$ cat src/rtl/mb_rtu_tx_gen_pkg.sv
// Shared constants and types for the Modbus RTU slave response-frame builder.
package mb_rtu_pkg;

    localparam logic [7:0]  FUN_RD_HOLD     = 8'h03;
    localparam logic [7:0]  FUN_RD_IN       = 8'h04;
    localparam logic [7:0]  FUN_WR_SINGLE   = 8'h06;
    localparam logic [7:0]  FUN_WR_MULTI    = 8'h10;

    localparam logic [7:0]  EXC_ILLEGAL_FUN = 8'h01;
    localparam logic [7:0]  EXC_ILLEGAL_VAL = 8'h03;

    localparam logic [15:0] CRC_INIT        = 16'hFFFF;
    localparam logic [15:0] CRC_POLY        = 16'hA001;

    typedef enum logic [2:0] {
        ST_IDLE,
        ST_LOAD,
        ST_HDR,
        ST_FETCH,
        ST_BODY,
        ST_CRC_LO,
        ST_CRC_HI,
        ST_DONE
    } state_t;

    typedef enum logic [1:0] {
        FMT_READ,
        FMT_WRITE,
        FMT_EXC
    } fmt_t;

    function automatic logic fun_is_read(input logic [7:0] fun);
        return (fun == FUN_RD_HOLD) || (fun == FUN_RD_IN);
    endfunction

    function automatic logic fun_supported(input logic [7:0] fun);
        return fun_is_read(fun) || (fun == FUN_WR_SINGLE) || (fun == FUN_WR_MULTI);
    endfunction

endpackage

$ cat src/rtl/mb_rtu_tx_gen_crc16.sv
// Combinational Modbus CRC-16 byte step (reflected 0xA001); the CRC register lives in the caller.
module crc16_modbus_d8
    import mb_rtu_pkg::*;
(
    input  logic [15:0] crc_in,
    input  logic [7:0]  data,
    output logic [15:0] crc_out
);

    logic [15:0] c;

    always_comb begin
        c = crc_in ^ {8'h00, data};
        for (int unsigned i = 0; i < 8; i++) begin
            if (c[0]) c = (c >> 1) ^ CRC_POLY;
            else      c = c >> 1;
        end
        crc_out = c;
    end

endmodule

$ cat src/rtl/mb_rtu_tx_gen.sv
// Modbus RTU slave response-frame builder: read / write-echo / exception frames with inline CRC,
// streamed one byte at a time over a valid/ready handshake.
module mb_rtu_tx_gen
    import mb_rtu_pkg::*;
#(
    parameter logic [7:0]  SLAVE_ADDR = 8'h01,
    parameter int unsigned MAX_REGS   = 125,
    parameter int unsigned CNT_W      = 8
) (
    input  logic        clk,
    input  logic        rst_n,
    input  logic        tx_start,
    input  logic [7:0]  mb_fun,
    input  logic [15:0] mb_addr,
    input  logic [15:0] mb_num,
    input  logic        exc_en,
    input  logic [7:0]  exc_code,
    output logic        payload_req,
    input  logic [7:0]  payload_data,
    output logic        tx_valid,
    input  logic        tx_ready,
    output logic [7:0]  tx_data,
    output logic        tx_last,
    output logic        busy,
    output logic        tx_done,
    output logic        err_fun
);

    state_t             state_q, state_d;
    fmt_t               fmt_q;
    logic [7:0]         fun_q, exc_code_q, exc_q, bc_q, pl_q;
    logic [15:0]        addr_q, num_q, crc_q, crc_nxt;
    logic               exc_en_q, pend_q, err_q;
    logic [2:0]         hdr_idx_q, hdr_len;
    logic [CNT_W-1:0]   cnt_q;
    logic               start_ok, start_bad, accept, hdr_last, body_last;

    assign start_ok  = (state_q == ST_IDLE) && tx_start && (exc_en || fun_supported(mb_fun));
    assign start_bad = (state_q == ST_IDLE) && tx_start && !exc_en && !fun_supported(mb_fun);
    assign accept    = tx_valid && tx_ready;
    assign hdr_len   = (fmt_q == FMT_WRITE) ? 3'd6 : 3'd3;
    assign hdr_last  = (hdr_idx_q == hdr_len - 3'd1);
    assign body_last = (cnt_q == CNT_W'(bc_q) - CNT_W'(1));

    crc16_modbus_d8 u_crc (
        .crc_in  (crc_q),
        .data    (tx_data),
        .crc_out (crc_nxt)
    );

    always_ff @(posedge clk or negedge rst_n) begin
        if (!rst_n) state_q <= ST_IDLE;
        else        state_q <= state_d;
    end

    always_comb begin
        state_d = state_q;
        unique case (state_q)
            ST_IDLE:   if (start_ok) state_d = ST_LOAD;
            ST_LOAD:   state_d = ST_HDR;
            ST_HDR:    if (accept && hdr_last)
                           state_d = (fmt_q == FMT_READ) ? ST_FETCH : ST_CRC_LO;
            ST_FETCH:  state_d = ST_BODY;
            ST_BODY:   if (accept) state_d = body_last ? ST_CRC_LO : ST_FETCH;
            ST_CRC_LO: if (accept) state_d = ST_CRC_HI;
            ST_CRC_HI: if (accept) state_d = ST_DONE;
            ST_DONE:   state_d = ST_IDLE;
            default:   state_d = ST_IDLE;
        endcase
    end

    always_ff @(posedge clk or negedge rst_n) begin
        if (!rst_n) begin
            fmt_q      <= FMT_WRITE;
            fun_q      <= '0;
            addr_q     <= '0;
            num_q      <= '0;
            exc_en_q   <= 1'b0;
            exc_code_q <= '0;
            exc_q      <= '0;
            bc_q       <= '0;
            pl_q       <= '0;
            pend_q     <= 1'b0;
            err_q      <= 1'b0;
            hdr_idx_q  <= '0;
            cnt_q      <= '0;
            crc_q      <= CRC_INIT;
        end else begin
            err_q  <= start_bad;
            pend_q <= payload_req;
            // payload_data is only valid the cycle after the request
            if (pend_q) pl_q <= payload_data;
            if (start_ok) begin
                fun_q      <= mb_fun;
                addr_q     <= mb_addr;
                num_q      <= mb_num;
                exc_en_q   <= exc_en;
                exc_code_q <= exc_code;
            end
            if (state_q == ST_LOAD) begin
                crc_q     <= CRC_INIT;
                hdr_idx_q <= '0;
                cnt_q     <= '0;
                bc_q      <= {num_q[6:0], 1'b0};
                if (exc_en_q) begin
                    fmt_q <= FMT_EXC;
                    exc_q <= exc_code_q;
                end else if (fun_is_read(fun_q) &&
                             ((num_q == 16'd0) || (num_q > 16'(MAX_REGS)))) begin
                    fmt_q <= FMT_EXC;
                    exc_q <= EXC_ILLEGAL_VAL;
                end else begin
                    fmt_q <= fun_is_read(fun_q) ? FMT_READ : FMT_WRITE;
                end
            end
            if (accept && (state_q == ST_HDR || state_q == ST_BODY)) crc_q <= crc_nxt;
            if (accept && state_q == ST_HDR)  hdr_idx_q <= hdr_idx_q + 3'd1;
            if (accept && state_q == ST_BODY) cnt_q <= cnt_q + CNT_W'(1);
        end
    end

    always_comb begin
        tx_valid    = 1'b0;
        tx_data     = '0;
        tx_last     = 1'b0;
        tx_done     = 1'b0;
        payload_req = 1'b0;
        busy        = (state_q != ST_IDLE);
        err_fun     = err_q;
        unique case (state_q)
            ST_HDR: begin
                tx_valid = 1'b1;
                unique case (hdr_idx_q)
                    3'd0:    tx_data = SLAVE_ADDR;
                    3'd1:    tx_data = (fmt_q == FMT_EXC) ? (fun_q | 8'h80) : fun_q;
                    3'd2:    tx_data = (fmt_q == FMT_EXC)  ? exc_q :
                                       (fmt_q == FMT_READ) ? bc_q  : addr_q[15:8];
                    3'd3:    tx_data = addr_q[7:0];
                    3'd4:    tx_data = num_q[15:8];
                    default: tx_data = num_q[7:0];
                endcase
            end
            ST_FETCH:  payload_req = 1'b1;
            ST_BODY: begin
                tx_valid = !pend_q;
                tx_data  = pl_q;
            end
            ST_CRC_LO: begin
                tx_valid = 1'b1;
                tx_data  = crc_q[7:0];
            end
            ST_CRC_HI: begin
                tx_valid = 1'b1;
                tx_data  = crc_q[15:8];
                tx_last  = 1'b1;
            end
            ST_DONE:   tx_done = 1'b1;
            default:   ;
        endcase
    end

endmodule

$ cat config.mk
export PLATFORM = sky130hd
export DESIGN_NAME = mb_rtu_tx_gen
export DESIGN_NICKNAME = d
export VERILOG_FILES = /design/src/rtl/mb_rtu_tx_gen_pkg.sv /design/src/rtl/mb_rtu_tx_gen_crc16.sv /design/src/rtl/mb_rtu_tx_gen.sv
export SDC_FILE = /design/constraint.sdc
export NUM_CORES = 1
export LEC_CHECK = 0
export ABC_AREA = 1
export CAP_MARGIN = 20
export CORE_MARGIN = 2
export CORE_UTILIZATION = 30
export CTS_BUF_LIST = sky130_fd_sc_hd__clkbuf_16
export CTS_CLUSTER_SIZE = 30
export DETAILED_ROUTE_END_ITERATION = 16
export REMOVE_ABC_BUFFERS = 1
export SLEW_MARGIN = 20
export SYNTH_ARGS = -nofsm -noshare
export SYNTH_HDL_FRONTEND = slang
export SYNTH_SLANG_ARGS = --single-unit
$ cat constraint.sdc
create_clock -name clk -period 2.46 [get_ports clk]
set_input_delay 0.492 -clock clk [delete_from_list [all_inputs] [get_ports clk]]
set_output_delay 0.492 -clock clk [all_outputs]
set_load 0.01 [all_outputs]
==> summary.md <==
| Metric | Value |
|---|---|
| Status | `finished, violations left` |
| Failing checks | `setup timing` |
| Final TNS setup | `-739 ps` |
| Synthesized instance count | `between 600 and 700` |
| Element type at the critical path end | `output port` |
| IO buf count | `74` |
| CP max FO | `3` |
| Share of cells above drive strength 1 | `around a third` |
| R2R depth | `24` |
| Post-placement worst setup slack | `-194 ps` |
| Final Net Count | `a little under 900` |
| Ranking of synthesized cells by area | `dfrtp_1 (39%), nand2_1 (8.0%), dfstp_2 (7.8%), inv_1 (5.8%), mux2_2 (5.5%)` |
| Drt drc | `0` |
| Post-route ant nets | `0` |
| Die area | `20300 µm²` |
| Most used cell, CP | `buf_6` |
| Clock-pin slew on the worst setup and hold paths | `70 ps` |
| CTS tree | `yes` |
| Number of clock sinks | `between 100 and 150` |
| Worst Setup Path Type | `reg -> out` |
| Worst-Skew Late Latency | `360 ps` |
| Synth area leader | `dfrtp_1` |
| Final period util | `105%` |
| Area Growth Syn to Fin | `37.2%` |
| Global-route wire length before repair | `~24 mm` |
| Die X-Extent | `approximately 140 µm` |
| #FFs+latches synth | `~110` |
| Cell area after synthesis | `between 5000 and 6000 µm²` |
| GRT Max-Usage Layer | `met2` |
| Final Worst Setup Slack | `-135 ps` |
| GR met2 Demand/Resource | `around 25%` |
| Min-delay worst type | `in -> async` |
| Root Driver | `clkbuf_16` |
| Simple-Gate Fraction of Synth Area | `approximately a quarter` |
| Unrepaired setup endpoints after global routing | `true` |
| Die H | `143 µm` |
| Compound-Gate Fraction of Synth Area | `approximately an eighth` |
| Mux share of post-synthesis cell area | `5.48%` |
| DP Wirelength | `approximately 12 mm` |
| Total track usage | `15.5%` |
| Largest net degree at the start of global routing | `43` |
| Hold Buf Count CTS | `0` |
| Clk_skew | `roughly 12 ps` |
| Critical Path Slowest Stage Cell | `dfrtp_1` |
| Clk buf depth | `2` |
| Number of flops mapped to enable cells by yosys | `0` |
| Wirelength per Cell | `~15 µm` |
| Number of buffers created by CTS | `9` |
| Num ports | `75` |
| Seq/Total Area, Yosys | `46.5%` |
| CP Data Arrival Time | `about 2100 ps` |
| Drt first pass iters | `5` |
| Count of final hold-check violations | `0` |
| Crit path largest cell delay | `just over 400 ps` |
| Leak | `roughly 3.7 nW` |
| Predominant post-synthesis flop cell | `dfrtp_1` |
| Starting DRT DRC Count | `about 380` |
| Synth unique cells | `47` |
| Antenna violations before repair | `0` |
| WHS | `between 100 and 150 ps` |
| Slew Viols, Final | `0` |
| Slew @ Worst Pin | `roughly 520 ps` |
| Grt total ovfl | `0` |
| Max VDD drop | `525 µV` |
| Syn. warnings | `0` |
| Core area | `about 19000 µm²` |
| Grt met3 use | `3.20%` |
| Gpl congestion | `between 0.8 and 0.9` |
| Via density | `4.77` |
| CP Launch Type | `flop` |
| Async set-reset flop share out of synthesis | `between 90% and 100%` |
| Largest family of logic cells by synthesized area | `simple AND/OR/NAND/NOR gates` |
| CP Cell Sequence | `ha_2 -> ha_4 -> nor2_4 -> nand2_4 -> nor2_4 -> buf_6 -> buf_6 -> a21oi_2 -> nand2_2 -> nand2_4 -> buf_6` |
| Number of max-cap violations | `0` |
| CP required | `1970 ps` |
| Post-synthesis xor/xnor area fraction | `1.67%` |
| Slew headroom | `between 60% and 70%` |
| Synth top area share | `38.7%` |
| # H-tree levels | `3` |
| Cells after DPL | `between 1000 and 1500` |
| Via count | `5037` |
| Post-Layout Cell Count | `roughly 1100` |
| Post-Synth Adder-Cell Area | `under 10%` |
| Total power | `around 0.010 W` |
| Tmin final | `around 2600 ps` |
| Max Clock Freq | `between 0.3 and 0.4 GHz` |
| Number of diodes | `0` |
| Final Setup Violations | `9` |
| Starting Density | `a little under a third` |
| Vias in the first global route | `4822` |
| Num rows | `50` |
| M1 GR Usage | `around a fifth` |
| WL final | `15.7 mm` |
| Power density cells | `approximately 1300 nW/µm²` |
| Post-synthesis average cell area | `8.35 µm²` |
-- synthesized netlist by cell type (3+ instances only) --
cell type	count
o21ai_1	9
mux2_2	28
o22ai_1	12
inv_1	89
nor4_1	4
nor2_2	9
o22ai_2	4
dfrtp_1	89
nand3_1	52
nor2_4	5
nand2_1	123
o21ai_0	44
nand4_1	4
ha_1	7
inv_2	13
buf_1	3
buf_2	3
a21oi_1	36
a22oi_1	7
clkbuf_1	6
xor2_1	9
nor3_1	6
nor2_1	56
nand2_2	23
dfstp_2	17
buf_6	4
-- per-layer routing --
metal | vias up | part of all wire [%] | wire length [µm]
met5 | - | 0 | 0
met4 | 0 | 2.3 | 366
met3 | 22 | 4.6 | 721
met2 | 118 | 45 | 7110
met1 | 2380 | 48 | 7480
li1 | 2517 | - | -
-- sequential cells by signal, indices dropped and copies added (netlist names), 8 cells and up --
register	flops
addr_q	16
pl_q	8
fun_q	8
cnt_q	8
num_q	16
exc_q	8
exc_code_q	8
crc_q	16
-- critical path: cells and delay by family, from the launching register on --
kind            cells  cell delay [ps]
compound gates      1               40
fa+ha+maj           2              390
buf+inv             3              340
flops               1              410
simple gates        5              540
-- cell families after synthesis --
| logic type | Yosys count |
|---|---|
| AOI/OAI and AO/OA | 127 |
| buffers and inverters | 119 |
| muxes | 28 |
| and+or+nand+nor | 291 |
| xor gates and xnor gates | 11 |
| adders and majority gates | 7 |
| DFF | 106 |
-- through the flow --
step / util [%] / area [µm²]
global placement: 37.6 / 7070
detailed placement: 37.6 / 7070
floorplan: - / 5650
CTS: 39.7 / 7450
global route: 42.1 / 7900
finish: 42.1 / 7900
-- final cells by class --
| cell class | instances | area, µm² |
|---|---|---|
| clock buffers | 9 | 225 |
| clock inverters | 7 | 43.8 |
| well taps | 234 | 293 |
| repair inverters | 1 | 5.00 |
| inverters | 102 | 388 |
| repair buffers | 133 | 1280 |
| flip-flops and latches | 106 | 2680 |
| fillers | 1850 | 10900 |
| multi-input cells | 465 | 2990 |
-- cell usage in the layout (no fill, tap or decap), types with 4 or more instances in the layout --
cell	n
a22oi_1	6
nand3_1	37
xor2_1	8
nor4_1	4
o21ai_1	13
dfrtp_1	86
dfstp_2	17
nand2_4	20
a21oi_1	32
nor2_4	7
buf_6	15
nand4_1	4
nor2_2	13
buf_4	47
inv_2	18
clkdlybuf4s50_1	65
nand3_2	14
clkbuf_16	9
o21ai_0	39
buf_12	5
nor2_1	51
nor3_1	5
o22ai_2	4
inv_1	82
nand2_2	37
nand2_1	91
a21oi_2	5
mux2_2	28
o22ai_1	12
-- report_power, final --
part | switching (W) | leakage, nW | internal, W
logic | 0.00309 | 2.30 | 0.00246
registers | 0.000555 | 1.25 | 0.00254
clock network | 0.000667 | 0.130 | 0.000684
-- path summary, 6_finish.rpt --
check	slack, ps	startpoint	end
max	-140	hdr_idx_q[0]	tx_data[3]
min	100	rst_n	cnt_q[2]
max reg2reg	-120	hdr_idx_q[0]	crc_q[0]
min reg2reg	490	cnt_q[7]	cnt_q[7]
max in group asynchronous	1710	rst_n	crc_q[5]
min in group clk	490	cnt_q[7]	cnt_q[7]
-- what timing repair did --
action | CTS | global route
setup buffers | 6 | 12
resized for setup | 62 | 95
cloned | 1 | 1
pin swaps | 23 | 40
endpoints found under the hold margin | 0 | 0
setup endpoints to repair | 15 | 25
(Power assumes the default switching activity.)
